File: src/rtl/axi_stream_serializer_if.sv
// Handshake bundle for axi_stream_serializer: BW x 32-bit beats in, 32-bit lanes out.
// slave is the serializer's view; master is the driving/consuming environment.
interface axi_stream_serializer_if #(
    parameter int BW = 2
);
    logic                in_valid;
    logic [BW-1:0][31:0] in_stream;
    logic                in_ready;
    logic                out_valid;
    logic                out_ready;
    logic [31:0]         out_data;
    logic                out_last;

    modport slave (
        input  in_valid, in_stream, out_ready,
        output in_ready, out_valid, out_data, out_last
    );

    modport master (
        output in_valid, in_stream, out_ready,
        input  in_ready, out_valid, out_data, out_last
    );
endinterface

File: src/rtl/axi_stream_serializer.sv
// Serializes BW x 32-bit beats into 32-bit lanes (lane 0 first), flagging packet ends.
// Define SERIALIZER_SKID_EN to break the out_ready -> in_ready path with a one-beat skid buffer.
module axi_stream_serializer #(
    parameter int BW        = 2,
    parameter int PKT_BEATS = 4
) (
    input  logic                   clk,
    input  logic                   rst,
    axi_stream_serializer_if.slave s
);
    localparam int LW = (BW > 1) ? $clog2(BW) : 1;
    localparam int CW = (PKT_BEATS > 1) ? $clog2(PKT_BEATS) : 1;
    localparam logic [LW-1:0] LAST_LANE = LW'(BW - 1);
    localparam logic [CW-1:0] LAST_BEAT = CW'(PKT_BEATS - 1);

    typedef enum logic {EMPTY, SEND} state_t;

    state_t              state, nxt_state;
    logic [LW-1:0]       lane_idx, nxt_lane;
    logic [CW-1:0]       beat_cnt, nxt_cnt;
    logic [BW-1:0][31:0] hold, nxt_hold, new_beat;
    logic [31:0]         nxt_data;
    logic                in_xfer, out_xfer, last_lane, take_new;

    assign in_xfer   = s.in_valid && s.in_ready;
    assign out_xfer  = s.out_valid && s.out_ready;
    assign last_lane = (lane_idx == LAST_LANE);

`ifdef SERIALIZER_SKID_EN
    logic                skid_valid;
    logic [BW-1:0][31:0] skid_data;
    logic                hold_free;

    assign hold_free  = (state == EMPTY) || (out_xfer && last_lane);
    // in_ready depends only on state, so a stalled consumer cannot ripple upstream
    assign s.in_ready = !rst && !skid_valid;
    assign take_new   = skid_valid || in_xfer;
    assign new_beat   = skid_valid ? skid_data : s.in_stream;
`else
    assign s.in_ready = !rst && ((state == EMPTY) || (last_lane && s.out_ready));
    assign take_new   = in_xfer;
    assign new_beat   = s.in_stream;
`endif

    always_comb begin
        nxt_state = state;
        nxt_lane  = lane_idx;
        nxt_cnt   = beat_cnt;
        nxt_hold  = hold;
        if (state == EMPTY) begin
            if (take_new) begin
                nxt_state = SEND;
                nxt_lane  = '0;
                nxt_hold  = new_beat;
            end
        end else if (out_xfer) begin
            if (!last_lane) begin
                nxt_lane = lane_idx + 1'b1;
            end else begin
                nxt_cnt = (beat_cnt == LAST_BEAT) ? '0 : beat_cnt + 1'b1;
                if (take_new) begin
                    nxt_lane = '0;
                    nxt_hold = new_beat;
                end else begin
                    nxt_state = EMPTY;
                end
            end
        end
    end

    always_comb begin
        nxt_data = '0;
        for (int i = 0; i < BW; i++)
            if (nxt_lane == LW'(i)) nxt_data = nxt_hold[i];
    end

    // Outputs are registered from next-state values, so they hold while stalled
    always_ff @(posedge clk or posedge rst) begin
        if (rst) begin
            state       <= EMPTY;
            lane_idx    <= '0;
            beat_cnt    <= '0;
            hold        <= '0;
            s.out_valid <= 1'b0;
            s.out_data  <= '0;
            s.out_last  <= 1'b0;
`ifdef SERIALIZER_SKID_EN
            skid_valid  <= 1'b0;
            skid_data   <= '0;
`endif
        end else begin
            state       <= nxt_state;
            lane_idx    <= nxt_lane;
            beat_cnt    <= nxt_cnt;
            hold        <= nxt_hold;
            s.out_valid <= (nxt_state == SEND);
            s.out_data  <= (nxt_state == SEND) ? nxt_data : '0;
            s.out_last  <= (nxt_state == SEND) && (nxt_lane == LAST_LANE) && (nxt_cnt == LAST_BEAT);
`ifdef SERIALIZER_SKID_EN
            if (skid_valid && hold_free) begin
                skid_valid <= 1'b0;
            end else if (in_xfer && !hold_free) begin
                skid_valid <= 1'b1;
                skid_data  <= s.in_stream;
            end
`endif
        end
    end
endmodule

File: src/flat_wrapper.sv
// flat-port wrapper written by rule: the top's interface ports become plain ports
module axi_stream_serializer_flat 
#(
    parameter int BW        = 2,
    parameter int PKT_BEATS = 4
)
  (clk, rst, s_in_valid, s_in_stream, s_out_ready, s_in_ready, s_out_valid, s_out_data, s_out_last);
  axi_stream_serializer_if #(.BW(BW)) s_i ();
  input  logic clk;
  input  logic rst;
  input wire logic [$bits(s_i.in_valid)-1:0] s_in_valid;
  input wire logic [$bits(s_i.in_stream)-1:0] s_in_stream;
  input wire logic [$bits(s_i.out_ready)-1:0] s_out_ready;
  output wire logic [$bits(s_i.in_ready)-1:0] s_in_ready;
  output wire logic [$bits(s_i.out_valid)-1:0] s_out_valid;
  output wire logic [$bits(s_i.out_data)-1:0] s_out_data;
  output wire logic [$bits(s_i.out_last)-1:0] s_out_last;
  assign s_i.in_valid = s_in_valid;
  assign s_i.in_stream = s_in_stream;
  assign s_i.out_ready = s_out_ready;
  assign s_in_ready = s_i.in_ready;
  assign s_out_valid = s_i.out_valid;
  assign s_out_data = s_i.out_data;
  assign s_out_last = s_i.out_last;
  axi_stream_serializer #(.BW(BW), .PKT_BEATS(PKT_BEATS)) u_core (.clk(clk), .rst(rst), .s(s_i));
endmodule
File: config.mk
export PLATFORM = sky130hd
export DESIGN_NAME = axi_stream_serializer_flat
export DESIGN_NICKNAME = d
export VERILOG_FILES = /design/src/rtl/axi_stream_serializer_if.sv /design/src/rtl/axi_stream_serializer.sv /design/src/flat_wrapper.sv
export SDC_FILE = /design/constraint.sdc
export NUM_CORES = 1
export LEC_CHECK = 0
export BUFFER_PORTS_ARGS = -buffer_cell sky130_fd_sc_hd__clkbuf_2
export CORE_MARGIN = 4
export CORE_UTILIZATION = 55
export CTS_BUF_LIST = sky130_fd_sc_hd__clkbuf_8
export CTS_CLUSTER_DIAMETER = 120
export DETAILED_ROUTE_END_ITERATION = 8
export HOLD_SLACK_MARGIN = 0.03
export PLACE_DENSITY = 0.87
export SYNTH_ARGS = -nofsm -noshare
export SYNTH_HDL_FRONTEND = slang
export SYNTH_SLANG_ARGS = --single-unit
File: constraint.sdc
create_clock -name clk -period 3.6 [get_ports clk]
set_input_delay 0.36 -clock clk [delete_from_list [all_inputs] [get_ports clk]]
set_output_delay 0.36 -clock clk [all_outputs]
set_load 0.01 [all_outputs]
==> metrics.md, run 1 <==
| Metric | Value |
|---|---|
| Worst vdd ir | 0.328 mV |
| Crit-path leading delay family | compound AO/OA/AOI/OAI gates |
| CTS Hold Bufs | 0 |
| Unrepaired setup endpoints after global routing | false |
| Measured slew at the worst slew-check pin | 1.07 ns |
| Clock sinks | 101 |
| Post-synth top area share | 58.2% |
| Placed Cells | 521 |
| Clock transition at the registers of the reported paths | 0.10 ns |
| Crit-path max FO | 21 |
| Core Area | 0.00769 mm² |
| I/O pins | 103 |
| # diodes | 0 |
| Total track usage | 20.4% |
| Sequential area share after synthesis | 58.2% |
| First-pass GRT wire length | 15400 µm |
| YS warnings | 0 |
| Clock skew | 0.00730 ns |
| Syn-to-layout area delta | 18.1% |
| Slowest stage cell, crit path | a21boi_4 |
| Post-Syn Instances | 336 |
| Fin util | 66.8% |
| Setup violations, final | 0 |
| Buf/Inv on CP | 1 |
| Max Fclk | 428 MHz |
| Top cells by area, synth | dfrtp_1 (58%), mux2_4 (20%), nand2_1 (5.5%) |
| Crit. End Element | flop |
| DRT antenna net count | 0 |
| Final Max Tran Viols | 0 |
| RR Endpoint | u_core.s.out_data[27] |
| Outcome | finished clean |
| Fin nets | 498 |
| Total leakage power | 2.53 nW |
| Initial Util | 56.5% |
| Setup Total Neg Slack | 0 ns |
| Share of cells above drive strength 1 | 44.7% |
| Via/cell ratio | 5.45 |
| Pre-CTS worst setup slack | 1.24 ns |
| Synthesized flop and latch total | 101 |
| Netlist cell types | 20 |
| Drt pass-1 iters | 4 |
| Vias in the first global route | 3107 |
| CP peak stage delay | 0.62 ns |
| Die span in x | 96.9 µm |
| Total routed wirelength | 9260 µm |
| Crit Path Class | reg2reg |
| CTS tree | yes |
| DRC | 0 |
| WP data arrival | 2.56 ns |
| Hold WC Path Type | in2async |
| Wire per inst | 17.3 µm |
| Yosys top cell by area | dfrtp_1 |
| Worst path cell trace | a21boi_4 -> nand2b_1 -> buf_4 -> a31oi_1 |
| Net Count, Synth | 404 |
| Count of final hold-check violations | 0 |
| Port bufs | 102 |
| Postcts setup bufs | 0 |
| Worst setup SP type | flop |
| Die area | 0.00939 mm² |
| RD Place Congestion | 0.783 |
| Clock buffer count from CTS | 9 |
| Initial drt markers | 172 |
| Finished Layout Cells | 536 |
| R2r setup slk | 1.26 ns |
| Reg-to-reg startpoint | u_core.s.out_valid |
| R2R depth | 4 |
| Setup ws final | 1.26 ns |
| Fin crit period | 2.34 ns |
| Clock root cell | clkbuf_8 |
| Max_slew headroom | 28.5% |
| GRT overflow | 0 |
| Pin count of the biggest net entering global routing | 55 |
| Max-capacitance violation count | 0 |
| Chip height | 96.9 µm |
| Via count | 2922 |
| Quantity of gates resized following cts | 0 |
| WP data required | 3.82 ns |
| Row count | 32 |
| Power per Cell Area | 687 mW/mm² |
| Final worst-path cycle share | 64.9% |
| Mapped Area | 0.00435 mm² |
| CTS H-tree lvls | 3 |
| Initial antenna violation count | 0 |
| Clock Tree Buf Depth | 2 |
| Clk Latency, worst-skew pair | 0.35 ns |
| WP depth | 4 |
| Avg Inst Size Synth | 12.9 µm² |
| DP HPWL | 6080 µm |
## flip-flops by register name, summed over array words and instances (netlist names)
| name | count |
|---|---|
| u_core.s.out_data | 32 |
| u_core.beat_cnt | 2 |
| u_core.hold | 64 |
| u_core.s.out_last | 1 |
| u_core.s.out_valid | 1 |
| u_core.lane_idx | 1 |
## power breakdown
group	total, W	internal, W	switching, W
sequential	0.00169	0.00149	0.000201
combinational	0.000997	0.000541	0.000456
clock	0.000841	0.000460	0.000382
total	0.00353	0.00249	0.00104
## Yosys cell counts, drive strengths merged
cell,number
nor2,3
buf,15
nor2b,2
nand2b,1
dfrtp,101
a21o,1
inv,1
a21boi,1
nand4,1
nand3,2
a21oi,33
a31oi,32
nand2,64
xnor2,3
mux2,64
clkbuf,11
or2,1
## layout by cell type (no fill, tap or decap)
master,synthesis,routed
clkbuf_2,1,102
dfrtp_1,101,101
nand2_1,64,64
mux2_4,59,59
a21oi_1,33,32
a31oi_1,32,32
clkbuf_8,0,9
buf_4,0,7
mux2_2,5,5
nor2_1,3,3
xnor2_1,3,3
bufinv_16,0,3
nand3_1,2,2
a21boi_4,1,1
nor2b_2,0,1
nand2b_1,1,1
nor2b_4,0,1
or2_2,1,1
a21oi_4,0,1
a21o_1,1,1
nand4_1,1,1
inv_4,0,1
clkinv_2,0,1
clkinvlp_4,0,1
inv_6,0,1
## worst max path at each step
stage                             startpoint                    end  slack, ns
final                     u_core.s.out_valid  u_core.s.out_data[27]       1.26
after global routing      u_core.s.out_valid   u_core.s.out_data[3]       1.08
after CTS                 u_core.s.out_valid  u_core.s.out_data[27]       1.21
after detailed placement         s_out_ready  u_core.s.out_data[27]       1.24
after global placement           s_out_ready   u_core.s.out_data[7]       1.29
after floorplan                          rst     u_core.beat_cnt[0]       0.59
## area by class of cell
class                   count  area, µm²
clock buffers               9        124
clock inverters             6        111
fillers                   565       2550
inverters                   1       6.26
multi-input cells         208       1670
flip-flops and latches    101       2530
well taps                 102        128
repair buffers            109        563
## cell families after synthesis
kind of cell / synth area share (%)
AO/OA/AOI/OAI: 9.01
XOR/XNOR: 0.605
buffers and inverters: 3.80
flip-flops: 58.2
multiplexers: 21.7
AND/OR/NAND/NOR: 6.74
## per-layer routing
metal	global-route usage, %	up-vias	wire (µm)
met2	33.3	118	4560
met1	26.8	1444	4000
met4	8.42	0	170
li1	-	1346	-
met5	0	-	0
met3	3.89	14	526
## per-stage QoR
step	hold slack, ns	instance area [µm²]	total power, W
finish	0.125	5130	0.00353
global route	0.180	5130	0.00372
CTS	0.143	5130	0.00355
detailed placement	0.472	4900	0.00270
global placement	0.469	4900	0.00266
floorplan	0.446	4350	0.00239
Power figures use the tool's default switching activity.
==> inputs of run 2 (changes only) <==
--- a/config.mk
+++ b/config.mk
@@ -7,12 +7,12 @@
 export LEC_CHECK = 0
 export BUFFER_PORTS_ARGS = -buffer_cell sky130_fd_sc_hd__clkbuf_2
 export CORE_MARGIN = 4
-export CORE_UTILIZATION = 55
+export CORE_UTILIZATION = 50
 export CTS_BUF_LIST = sky130_fd_sc_hd__clkbuf_8
 export CTS_CLUSTER_DIAMETER = 120
 export DETAILED_ROUTE_END_ITERATION = 8
 export HOLD_SLACK_MARGIN = 0.03
-export PLACE_DENSITY = 0.87
+export PLACE_DENSITY = 0.83
 export SYNTH_ARGS = -nofsm -noshare
 export SYNTH_HDL_FRONTEND = slang
 export SYNTH_SLANG_ARGS = --single-unit
==> constraint.sdc (replaced) <==
create_clock -name clk -period 2.04 [get_ports clk]
set_input_delay 0.204 -clock clk [delete_from_list [all_inputs] [get_ports clk]]
set_output_delay 0.204 -clock clk [all_outputs]
set_load 0.01 [all_outputs]
==> run 2 against run 1 <==
Register-to-register slack worse by 1.0 ns. First-iteration DRC count down 15%. Critical endpoint is now u_core.s.out_data[4]. Hold slack worse by 0.049 ns. Sequential share of layout area down 0.37 points. Largest power group unchanged. Via count up 0.96%.
==> metrics.md, run 2 (synthesis gave the netlist of run 1 again) <==
| Metric | Value |
|---|---|
| Final Max Tran Viols | 0 (unchanged) |
| Total track usage | 19.4% (-0.98 points) |
| Clock transition at the registers of the reported paths | 0.10 ns (about the same) |
| Worst vdd ir | 0.532 mV (+62%) |
| RD Place Congestion | 0.775 (-0.96%) |
| Die span in x | 101 µm (+4.5%) |
| CP peak stage delay | 0.55 ns (-0.07 ns) |
| Worst path cell trace | dlygate4sd3_1 -> clkbuf_2 -> nor2b_2 -> buf_4 -> nand2b_1 -> buf_4 -> a31oi_1 |
| Max reg flops | 64 (unchanged) |
| Crit-path leading delay family | buffers and inverters |
| R2R depth | 5 (+1) |
| Via/cell ratio | 5.40 (-0.89%) |
| Port bufs | 102 (unchanged) |
| WP depth | 7 (+3) |
| Clock skew | 0.00780 ns (+0.000508 ns) |
| Count of final hold-check violations | 0 (unchanged) |
| Crit Path Class | in2reg |
| Measured slew at the worst slew-check pin | 0.480 ns (-0.593 ns) |
| R2r setup slk | 0.24 ns (-1.02 ns) |
| Vias in the first global route | 3172 (+2.1%) |
| Fin crit period | 1.83 ns |
| Clk Latency, worst-skew pair | 0.35 ns (about the same) |
| Buf/Inv on CP | 4 (+3) |
| Wire per inst | 17.8 µm (+3.2%) |
| # diodes | 0 (unchanged) |
| Final worst-path cycle share | 89.7% |
| Biggest regs | u_core.hold x64, u_core.s.out_data x32, u_core.beat_cnt x2 |
| GRT overflow | 0 (unchanged) |
| Crit-path max FO | 34 (+62%) |
| Total routed wirelength | 9740 µm (+5.1%) |
| Worst setup SP type | primary input |
| Clock buffer count from CTS | 9 (unchanged) |
| Most frequent cells in the layout | clkbuf_2 (102), dfrtp_1 (101), nand2_1 (64), mux2_4 (59) |
| Reg-to-reg startpoint | u_core.s.out_valid |
| Die area | 0.0102 mm² (+9.2%) |
| Via count | 2950 (+0.96%) |
| Initial antenna violation count | 0 (unchanged) |
| Setup crit end | u_core.s.out_data[4] |
| Crit. End Element | flop |
| Slowest stage cell, crit path | dlygate4sd3_1 |
| Finished Layout Cells | 546 (+1.9%) |
| Power per Cell Area | 1150 mW/mm² (+67%) |
| Clock sinks | 101 (unchanged) |
| Fillers | 655 (+16%) |
| Worst Setup SP | rst |
| DP HPWL | 6410 µm (+5.4%) |
| DRC | 0 (unchanged) |
| Pre-CTS worst setup slack | 0.383 ns (-0.855 ns) |
| Fin nets | 504 (+1.2%) |
| Max_slew headroom | 68.0% (+40 points) |
| I/O pins | 103 (unchanged) |
| Most frequent CP cell | buf_4 |
| Initial drt markers | 147 (-15%) |
| Core Area | 0.00834 mm² (+8.5%) |
| Unrepaired setup endpoints after global routing | false |
| Clock root cell | clkbuf_8 |
| Clock Tree Buf Depth | 2 (unchanged) |
| Total leakage power | 2.54 nW (+0.30%) |
| WP data arrival | 2.10 ns (-0.46 ns) |
| Largest register by flop count | u_core.hold |
| Register area | 0.00253 mm² (unchanged) |
| Share of cells above drive strength 1 | 44.9% (+0.20 points) |
| CTS H-tree lvls | 3 (unchanged) |
| Most common cell after layout, fill and taps aside | clkbuf_2 |
| Max Fclk | 546 MHz |
| First-pass GRT wire length | 15600 µm (+1.0%) |
| Outcome | finished clean |
| DRT antenna net count | 0 (unchanged) |
| WP data required | 2.31 ns (-1.51 ns) |
| Chip height | 101 µm (+4.5%) |
| Drt pass-1 iters | 4 (unchanged) |
| Pin count of the biggest net entering global routing | 92 (+67%) |
| Setup ws final | 0.209 ns (-1.05 ns) |
| Hold WC Path Type | in2reg |
| Multi-input gate area | 0.00167 mm² (unchanged) |
| CTS tree | yes |
| Max-capacitance violation count | 0 (unchanged) |
| Hold_ws | 0.0764 ns (-0.0490 ns) |
| Placed Cells | 528 (+1.3%) |
| Row count | 33 (+3.1%) |
| Setup violations, final | 0 (unchanged) |
| Syn-to-layout area delta | 19.0% |
| RR Endpoint | u_core.hold[63] |
| Initial Util | 52.1% (-4.4 points) |
| Setup Total Neg Slack | 0 ns (unchanged) |
-- run 2: cell count changes in the layout (fill, tap and decap cells not counted) --
cell	change
buf_12	+4
bufinv_16	-3
clkinvlp_4	+3
inv_1	+2
buf_6	+1
dlygate4sd3_1	+1
inv_4	-1
-- run 2: timing repair --
| item | in CTS | in global routing |
|---|---|---|
| endpoints found under the hold margin | 10 | 0 |
| setup endpoints to repair | 1 | 1 |
| cloned | 0 | 0 |
| gates resized for setup | 1 | 0 |
| hold buffers | 1 | 0 |
| buffers inserted | 0 | 1 |
| pin swaps | 0 | 0 |
-- run 2: through the flow --
step                cell area (µm²)  utilization, %  total power [W]
global placement               4980            59.8          0.00475
CTS                            5160            61.9          0.00596
detailed placement             4980            59.8          0.00484
global route                   5170            62.0          0.00627
floorplan                      4350               -          0.00422
finish                         5170            62.0          0.00593
-- run 2: final cells by class --
cell class / count / share of cell area (%)
clock inverter: 7 / 0.847
sequential: 101 / 48.9
clock buffer: 9 / 2.39
multi-input combinational: 208 / 32.4
tap: 105 / 2.54
inverter: 1 / 0.145
timing repair buffer: 115 / 12.8
-- run 2: worst register-to-register path, delay by kind of cell, from the launching register on --
family / cells / cell delay, ns
buffers and inverters: 2 / 0.46
flip-flops: 1 / 0.49
AND/OR/NAND/NOR: 1 / 0.18
multiplexers: 1 / 0.38
AO/OA/AOI/OAI: 1 / 0.19
-- run 2: where the power goes --
part	total, W	internal (W)	leakage, nW	switching, W
Clock	0.00111	0.000437	0.0842	0.000669
Combinational	0.00184	0.00101	1.23	0.000838
Sequential	0.00298	0.00262	1.23	0.000354
-- run 2: how the worst min path moves through the flow --
stage | end | from | cells after the start | slack (ns)
after floorplan | u_core.hold[0] | s_in_stream[0] | 1 | 0.35
after global placement | u_core.hold[57] | rst | 2 | 0.18
after detailed placement | u_core.hold[57] | rst | 2 | 0.19
after CTS | u_core.hold[59] | s_in_stream[59] | 2 | 0.06
after global routing | u_core.hold[43] | s_in_stream[43] | 2 | 0.06
final | u_core.hold[32] | s_in_stream[32] | 2 | 0.08
-- run 2: layer usage --
metal	wire length, µm	part of all wire, %	up-vias	track usage [%]
li1	-	-	1363	-
met1	4250	44	1475	25.4
met2	4730	49	93	30.8
met3	508	5.2	19	4.82
met4	239	2.5	0	8.38
met5	0	0	-	0
